File: src/rtl/fft_bfly2_if.sv
// Handshake bundle for the radix-2 butterfly: input sample side,
// output sample side and the sticky overflow flag.
interface fft_bfly2_if #(
  parameter int DW   = 16,
  parameter int TW   = 16,
  parameter int TAGW = 8
);
  logic                   in_valid;
  logic                   in_ready;
  logic signed [DW-1:0]   a_re;
  logic signed [DW-1:0]   a_img;
  logic signed [DW-1:0]   b_re;
  logic signed [DW-1:0]   b_img;
  logic signed [TW-1:0]   w_re;
  logic signed [TW-1:0]   w_img;
  logic                   inv;
  logic                   scale_en;
  logic [TAGW-1:0]        in_tag;
  logic                   out_valid;
  logic                   out_ready;
  logic signed [DW-1:0]   x0_re;
  logic signed [DW-1:0]   x0_img;
  logic signed [DW-1:0]   x1_re;
  logic signed [DW-1:0]   x1_img;
  logic [TAGW-1:0]        out_tag;
  logic                   ovf;
  logic                   ovf_clr;

  modport master (
    output in_valid, a_re, a_img, b_re, b_img,
    output w_re, w_img, inv, scale_en, in_tag,
    output out_ready, ovf_clr,
    input  in_ready, out_valid, out_tag, ovf,
    input  x0_re, x0_img, x1_re, x1_img
  );

  modport slave (
    input  in_valid, a_re, a_img, b_re, b_img,
    input  w_re, w_img, inv, scale_en, in_tag,
    input  out_ready, ovf_clr,
    output in_ready, out_valid, out_tag, ovf,
    output x0_re, x0_img, x1_re, x1_img
  );
endinterface

File: src/rtl/fft_bfly2_pipe.sv
// Pipelined radix-2 DIT butterfly x0 = a + b*W, x1 = a - b*W
// with optional conj(W), /2 scaling, saturation and sticky ovf.
module fft_bfly2_pipe #(
  parameter int DW   = 16,
  parameter int TW   = 16,
  parameter int TAGW = 8
) (
  input logic        clk,
  input logic        rst_n,
  fft_bfly2_if.slave bus
);
  localparam int PW = DW + TW;
  localparam int SW = DW + 3;

  localparam logic signed [TW-1:0] WMIN = {1'b1, {(TW-1){1'b0}}};
  localparam logic signed [TW-1:0] WMAX = {1'b0, {(TW-1){1'b1}}};
  localparam logic signed [PW:0] RND =
    {{(PW-TW+2){1'b0}}, 1'b1, {(TW-2){1'b0}}};
  localparam logic signed [SW-1:0] ONE = {{(SW-1){1'b0}}, 1'b1};
  localparam logic signed [SW-1:0] SMAX = {4'b0000, {(DW-1){1'b1}}};
  localparam logic signed [SW-1:0] SMIN = {4'b1111, {(DW-1){1'b0}}};

  function automatic logic signed [PW-1:0] mul(
    input logic signed [DW-1:0] b,
    input logic signed [TW-1:0] w
  );
    return $signed({{TW{b[DW-1]}}, b}) * $signed({{DW{w[TW-1]}}, w});
  endfunction

  function automatic logic signed [SW-1:0] bfly(
    input logic signed [DW-1:0] a,
    input logic signed [DW+1:0] t,
    input logic                 sub,
    input logic                 sc
  );
    logic signed [SW-1:0] ax, tx, s;
    ax = $signed({{3{a[DW-1]}}, a});
    tx = $signed({t[DW+1], t});
    s  = sub ? ax - tx : ax + tx;
    if (sc) s = (s + ONE) >>> 1;
    return s;
  endfunction

  function automatic logic signed [DW-1:0] sat(
    input logic signed [SW-1:0] s
  );
    if (s > SMAX) return {1'b0, {(DW-1){1'b1}}};
    if (s < SMIN) return {1'b1, {(DW-1){1'b0}}};
    return s[DW-1:0];
  endfunction

  function automatic logic clip(input logic signed [SW-1:0] s);
    return (s > SMAX) || (s < SMIN);
  endfunction

  logic en;
  assign en = ~bus.out_valid | bus.out_ready;
  assign bus.in_ready = en;

  logic                 v1, v2, v3;
  logic                 sc1, sc2, sc3;
  logic [TAGW-1:0]      tag1, tag2, tag3;
  logic signed [DW-1:0] a1r, a1i, a2r, a2i, a3r, a3i;
  logic signed [DW-1:0] b1r, b1i;
  logic signed [TW-1:0] w1r, w1i, wi_c;
  logic signed [PW-1:0] p_rr, p_ii, p_ri, p_ir;
  logic signed [DW+1:0] t3r, t3i;
  logic signed [PW:0]   tr_s, ti_s;
  logic signed [SW-1:0] s0r, s0i, s1r, s1i;
  logic                 any_clip;
  logic                 unused_lsb;

  // -(-1.0) is not representable in Q1.(TW-1); clamp to +max
  always_comb begin
    wi_c = bus.w_img;
    if (bus.inv) wi_c = (bus.w_img == WMIN) ? WMAX : -bus.w_img;
  end

  always_comb begin
    tr_s = $signed({p_rr[PW-1], p_rr}) - $signed({p_ii[PW-1], p_ii}) + RND;
    ti_s = $signed({p_ri[PW-1], p_ri}) + $signed({p_ir[PW-1], p_ir}) + RND;
  end

  assign unused_lsb = ^{tr_s[TW-2:0], ti_s[TW-2:0]};

  always_comb begin
    s0r = bfly(a3r, t3r, 1'b0, sc3);
    s0i = bfly(a3i, t3i, 1'b0, sc3);
    s1r = bfly(a3r, t3r, 1'b1, sc3);
    s1i = bfly(a3i, t3i, 1'b1, sc3);
    any_clip = clip(s0r) | clip(s0i) | clip(s1r) | clip(s1i);
  end

  always_ff @(posedge clk or negedge rst_n) begin
    if (!rst_n) begin
      v1 <= 1'b0;  v2 <= 1'b0;  v3 <= 1'b0;
      sc1 <= 1'b0; sc2 <= 1'b0; sc3 <= 1'b0;
      tag1 <= '0;  tag2 <= '0;  tag3 <= '0;
      a1r <= '0;   a1i <= '0;   a2r <= '0;
      a2i <= '0;   a3r <= '0;   a3i <= '0;
      b1r <= '0;   b1i <= '0;   w1r <= '0;   w1i <= '0;
      p_rr <= '0;  p_ii <= '0;  p_ri <= '0;  p_ir <= '0;
      t3r <= '0;   t3i <= '0;
      bus.out_valid <= 1'b0;
      bus.out_tag   <= '0;
      bus.x0_re <= '0; bus.x0_img <= '0;
      bus.x1_re <= '0; bus.x1_img <= '0;
    end else if (en) begin
      v1   <= bus.in_valid;
      a1r  <= bus.a_re;
      a1i  <= bus.a_img;
      b1r  <= bus.b_re;
      b1i  <= bus.b_img;
      w1r  <= bus.w_re;
      w1i  <= wi_c;
      sc1  <= bus.scale_en;
      tag1 <= bus.in_tag;
      v2   <= v1;
      a2r  <= a1r;
      a2i  <= a1i;
      sc2  <= sc1;
      tag2 <= tag1;
      p_rr <= mul(b1r, w1r);
      p_ii <= mul(b1i, w1i);
      p_ri <= mul(b1r, w1i);
      p_ir <= mul(b1i, w1r);
      v3   <= v2;
      a3r  <= a2r;
      a3i  <= a2i;
      sc3  <= sc2;
      tag3 <= tag2;
      t3r  <= tr_s[PW:TW-1];
      t3i  <= ti_s[PW:TW-1];
      bus.out_valid <= v3;
      bus.out_tag   <= tag3;
      bus.x0_re  <= sat(s0r);
      bus.x0_img <= sat(s0i);
      bus.x1_re  <= sat(s1r);
      bus.x1_img <= sat(s1i);
    end
  end

  always_ff @(posedge clk or negedge rst_n) begin
    if (!rst_n)            bus.ovf <= 1'b0;
    else if (bus.ovf_clr)  bus.ovf <= 1'b0;
    else if (en && v3 && any_clip) bus.ovf <= 1'b1;
  end
endmodule
File: src/flat_wrapper.sv
// flat-port wrapper written by rule: the top's interface ports become plain ports
module fft_bfly2_pipe_flat 
#(
  parameter int DW   = 16,
  parameter int TW   = 16,
  parameter int TAGW = 8
)
  (clk, rst_n, bus_in_valid, bus_a_re, bus_a_img, bus_b_re, bus_b_img, bus_w_re, bus_w_img, bus_inv, bus_scale_en, bus_in_tag, bus_out_ready, bus_ovf_clr, bus_in_ready, bus_out_valid, bus_out_tag, bus_ovf, bus_x0_re, bus_x0_img, bus_x1_re, bus_x1_img);
  fft_bfly2_if #(.DW(DW), .TW(TW), .TAGW(TAGW)) bus_i ();
  input logic clk;
  input logic rst_n;
  input wire logic [$bits(bus_i.in_valid)-1:0] bus_in_valid;
  input wire logic [$bits(bus_i.a_re)-1:0] bus_a_re;
  input wire logic [$bits(bus_i.a_img)-1:0] bus_a_img;
  input wire logic [$bits(bus_i.b_re)-1:0] bus_b_re;
  input wire logic [$bits(bus_i.b_img)-1:0] bus_b_img;
  input wire logic [$bits(bus_i.w_re)-1:0] bus_w_re;
  input wire logic [$bits(bus_i.w_img)-1:0] bus_w_img;
  input wire logic [$bits(bus_i.inv)-1:0] bus_inv;
  input wire logic [$bits(bus_i.scale_en)-1:0] bus_scale_en;
  input wire logic [$bits(bus_i.in_tag)-1:0] bus_in_tag;
  input wire logic [$bits(bus_i.out_ready)-1:0] bus_out_ready;
  input wire logic [$bits(bus_i.ovf_clr)-1:0] bus_ovf_clr;
  output wire logic [$bits(bus_i.in_ready)-1:0] bus_in_ready;
  output wire logic [$bits(bus_i.out_valid)-1:0] bus_out_valid;
  output wire logic [$bits(bus_i.out_tag)-1:0] bus_out_tag;
  output wire logic [$bits(bus_i.ovf)-1:0] bus_ovf;
  output wire logic [$bits(bus_i.x0_re)-1:0] bus_x0_re;
  output wire logic [$bits(bus_i.x0_img)-1:0] bus_x0_img;
  output wire logic [$bits(bus_i.x1_re)-1:0] bus_x1_re;
  output wire logic [$bits(bus_i.x1_img)-1:0] bus_x1_img;
  assign bus_i.in_valid = bus_in_valid;
  assign bus_i.a_re = bus_a_re;
  assign bus_i.a_img = bus_a_img;
  assign bus_i.b_re = bus_b_re;
  assign bus_i.b_img = bus_b_img;
  assign bus_i.w_re = bus_w_re;
  assign bus_i.w_img = bus_w_img;
  assign bus_i.inv = bus_inv;
  assign bus_i.scale_en = bus_scale_en;
  assign bus_i.in_tag = bus_in_tag;
  assign bus_i.out_ready = bus_out_ready;
  assign bus_i.ovf_clr = bus_ovf_clr;
  assign bus_in_ready = bus_i.in_ready;
  assign bus_out_valid = bus_i.out_valid;
  assign bus_out_tag = bus_i.out_tag;
  assign bus_ovf = bus_i.ovf;
  assign bus_x0_re = bus_i.x0_re;
  assign bus_x0_img = bus_i.x0_img;
  assign bus_x1_re = bus_i.x1_re;
  assign bus_x1_img = bus_i.x1_img;
  fft_bfly2_pipe #(.DW(DW), .TW(TW), .TAGW(TAGW)) u_core (.clk(clk), .rst_n(rst_n), .bus(bus_i));
endmodule
File: config.mk
export PLATFORM = sky130hd
export DESIGN_NAME = fft_bfly2_pipe_flat
export DESIGN_NICKNAME = d
export VERILOG_FILES = /design/src/rtl/fft_bfly2_if.sv /design/src/rtl/fft_bfly2_pipe.sv /design/src/flat_wrapper.sv
export SDC_FILE = /design/constraint.sdc
export NUM_CORES = 2
export LEC_CHECK = 0
export ABC_AREA = 1
export BUFFER_PORTS_ARGS = -buffer_cell sky130_fd_sc_hd__buf_4
export CAP_MARGIN = 20
export CORE_ASPECT_RATIO = 1.2
export CORE_MARGIN = 2
export CORE_UTILIZATION = 65
export DETAILED_ROUTE_END_ITERATION = 6
export PLACE_DENSITY = 0.83
export SETUP_SLACK_MARGIN = 0.02
export SLEW_MARGIN = 20
export SYNTH_ARGS = -nofsm -noshare
export SYNTH_HDL_FRONTEND = slang
export SYNTH_SLANG_ARGS = --single-unit
File: constraint.sdc
create_clock -name clk -period 13.9 [get_ports clk]
set_clock_uncertainty 0.15 [all_clocks]
set_input_delay 2.085 -clock clk [delete_from_list [all_inputs] [get_ports clk]]
set_output_delay 2.085 -clock clk [all_outputs]
set_load 0.005 [all_outputs]
==> reports/metrics.csv <==
stage,metric,value,unit
synthesis,synthCells,8711,
clocking,ctsRootBufferMaster,clkbuf_16,
synthesis,ys_warn_count,0,
place,place_hpwl,141800,µm
cells_and_area,area_growth,5.886,%
floorplanning,die_x,297.0,µm
synthesis,avgSynthCellArea,7.687,µm²
drt,drtIter0Drc,4348,
critical_path,path_class,reg -> reg,
clocking,htreeDepth,2,
timing,setup_tns,0,ps
drt,post-route-drc-count,0,
grt,antenna_found_initial,3,
timing,period_share,0.5211,
critical_path,arrival,7560,ps
cells_and_area,multi_input_area,0.04675,mm²
clocking,cts_tree,done,
drt,avgViaCountPerCell,5.519,
timing,fmax,138.1,MHz
floorplanning,die-area,0.1056,mm²
critical_path,worstSetupEndpointType,flip-flop,
timing,rsz0062_at_grt,no,
timing,min_period,7243,ps
cells_and_area,nFillCells,8360,
flow_run,maxCapViolCount,0,
synthesis,synth_area,0.06696,mm²
critical_path,start_kind,flip-flop,
clocking,cts_resized,0,
clocking,cts_setup_buffers,0,
run_status,status,"complete, no violations",
clocking,clk_latency,640,ps
timing,drv_slew,0,
hold_path,holdCritPathClass,reg -> reg,
drt,routed_wl,179200,µm
cells_and_area,drive_above_1_share,0.06017,
grt,grt_pass1_wl,294900,µm
floorplanning,rows,128,
clocking,cts.sinks,428,
grt,track_usage,0.3489,
clocking,cts_buffers,50,
timing,setup_viol,0,
drt,first_pass_iters,6,
timing,hold_viol,0,
floorplanning,dieHeight,355.6,µm
timing,worstMarginPinSlew,1070,ps
cells_and_area,fin_nets,10340,
synthesis,synth_seq_cells,428,
cells_and_area,antennaDiodeCount,0,
floorplanning,io_pins,186,
synthesis,yosysUniqueCellTypes,61,
place,gp_congestion,0.9703,
drt,final_antenna_net_count,0,
cells_and_area,final-seq-area,0.01072,mm²
critical_path,crit_required,14220,ps
place,port_buffers,185,
floorplanning,core-area,0.1019,mm²
grt,grt_max_degree,171,
grt,gr-total-overflow,0,
floorplanning,initial_utilization,0.6574,
synthesis,ys_seq_area_frac,0.1600,
drt,post_drt_wl_per_cell,17.82,µm
grt,first_global_vias,58130,
clocking,clkTransAtPathRegs,60,ps
timing,slew_headroom,0.2861,
clocking,holdBufCountCts,0,
clocking,clockBufferDepth,3,
drt,vias,55500,
synthesis,syn-num-nets,10400,
critical_path,cp_max_fo,17,
==> Yosys cell counts, drive strengths merged <==
cell | count | share of area
a31o | 1 | 0.00013
a21o | 9 | 0.0010
ha | 527 | 0.098
o31ai | 8 | 0.00090
nand3 | 248 | 0.020
o311ai | 2 | 0.00026
o21bai | 16 | 0.0020
nand4 | 47 | 0.0044
nand3b | 4 | 0.00045
buf | 53 | 0.0051
xnor2 | 70 | 0.0092
and2 | 8 | 0.00078
a31oi | 25 | 0.0023
a21oi | 328 | 0.026
o22a | 3 | 0.00039
inv | 2122 | 0.12
fa | 1052 | 0.31
a2111oi | 1 | 0.00013
a22o | 1 | 0.00013
o21a | 16 | 0.0018
nor3b | 2 | 0.00022
nand2 | 2385 | 0.14
a32o | 1 | 0.00015
a21boi | 3 | 0.00034
a22oi | 2 | 0.00022
clkbuf | 317 | 0.018
dfrtp | 428 | 0.16
a221oi | 2 | 0.00026
o221ai | 10 | 0.0013
and3 | 1 | 0.000093
or2 | 63 | 0.0059
nor4 | 14 | 0.0013
a211o | 1 | 0.00013
o211ai | 32 | 0.0036
xor2 | 74 | 0.0098
nor2 | 366 | 0.022
o21ai | 398 | 0.030
o22ai | 13 | 0.0012
nor3 | 46 | 0.0037
clkinv | 1 | 0.000056
a211oi | 11 | 0.0012
==> path summary, 6_finish.rpt <==
path                          startpoint              end  slack [ps]  cells past startpoint
setup / recovery           u_core.b1i[9]  u_core.p_ii[24]        6660                     25
min in group asynchronous          rst_n    u_core.a1r[2]        1390                      1
hold / removal             u_core.a2r[5]    u_core.a3r[5]         320                      2
hold reg to reg            u_core.a2r[5]    u_core.a3r[5]         320                      2
max in group asynchronous          rst_n    u_core.w1i[5]       10050                      3
setup reg to reg           u_core.b1i[9]  u_core.p_ii[24]        6660                     25
==> routing by layer <==
metal | vias up | share of wire | GRT usage
met1 | 26960 | 0.38 | 0.4301
li1 | 25660 | - | -
met5 | - | 0.00015 | 0
met4 | 4 | 0.067 | 0.2040
met2 | 2285 | 0.48 | 0.5912
met3 | 596 | 0.071 | 0.04780
==> critical path: stages (launching register included) <==
cell and delay, ps:
dfrtp_1 880, buf_4 360, nand2_1 110, fa_1 540
inv_1 60, fa_1 520, inv_1 50, fa_1 490
fa_1 550, inv_1 50, fa_1 470, inv_1 50
fa_1 470, inv_1 40, ha_1 330, a21oi_1 210
o21ai_0 100, a21oi_1 260, inv_1 80, a31oi_1 360
o21ai_0 250, a21oi_1 220, inv_1 60, or2_2 270
nand3_1 60, o21ai_0 90
==> registers in the layout (all words and copies together) (netlist names), 8 cells and up <==
name / count
u_core.tag2: 8
u_core.p_rr: 32
u_core.bus.out_tag: 8
u_core.w1i: 16
u_core.w1r: 16
u_core.tag1: 8
u_core.b1i: 16
u_core.t3i: 18
u_core.p_ii: 32
u_core.bus.x1_re: 16
u_core.b1r: 16
u_core.a2i: 16
u_core.a1i: 16
u_core.tag3: 8
u_core.a2r: 16
u_core.p_ri: 32
u_core.a3r: 16
u_core.bus.x0_img: 16
u_core.p_ir: 32
u_core.t3r: 18
u_core.a1r: 16
u_core.bus.x1_img: 16
u_core.a3i: 16
u_core.bus.x0_re: 16
==> layout make-up <==
class                   count  area share
clock buffers              67     0.01954
clock inverters            25    0.005647
inverters                2123      0.1125
multi-input cells        5790      0.6594
flip-flops and latches    428      0.1512
well taps                1365     0.02409
repair buffers            259     0.02758
==> placed cells by master (no fill, tap or decap), types with 17 or more instances in the layout <==
cell type  Yosys  final
o21ai_0      381    381
xor2_1        73     73
nand2_2       34     34
o211ai_1      32     32
nand4_1       47     47
clkbuf_16      0     50
buf_4          9    257
fa_1        1052   1052
a21oi_1      313    313
nand2_1     2348   2348
o21ai_1       17     17
inv_1       2106   2104
nor2_1       346    345
nor3_1        42     42
a31oi_1       25     25
dfrtp_1      428    420
or2_2         62     62
nand3_1      235    235
xnor2_1       70     70
ha_1         527    527
==> cell families after synthesis <==
logic type	Yosys count	share of synthesized area
adders and majority gates	1579	0.4130
xor gates and xnor gates	144	0.01895
DFF	428	0.1600
and+or+nand+nor	3184	0.1933
AOI/OAI and AO/OA	883	0.07282
buffers and inverters	2493	0.1419
==> metrics by stage <==
step	cells	hold slack, ps	utilization	cell area [µm²]	setup slack, ps
2_1_floorplan	8711	281.7	-	66960	7663
5_1_grt	10060	340.1	0.6961	70900	6334
3_3_place_gp	9965	300.2	0.6785	69110	6774
3_5_place_dp	9965	303.6	0.6785	69110	6695
4_1_cts	10060	318.3	0.6960	70890	6676
6_report	10060	315.8	0.6961	70900	6657
Power is not shown: default switching activity piles up to over one toggle a cycle in this logic, so the estimate is an artifact.
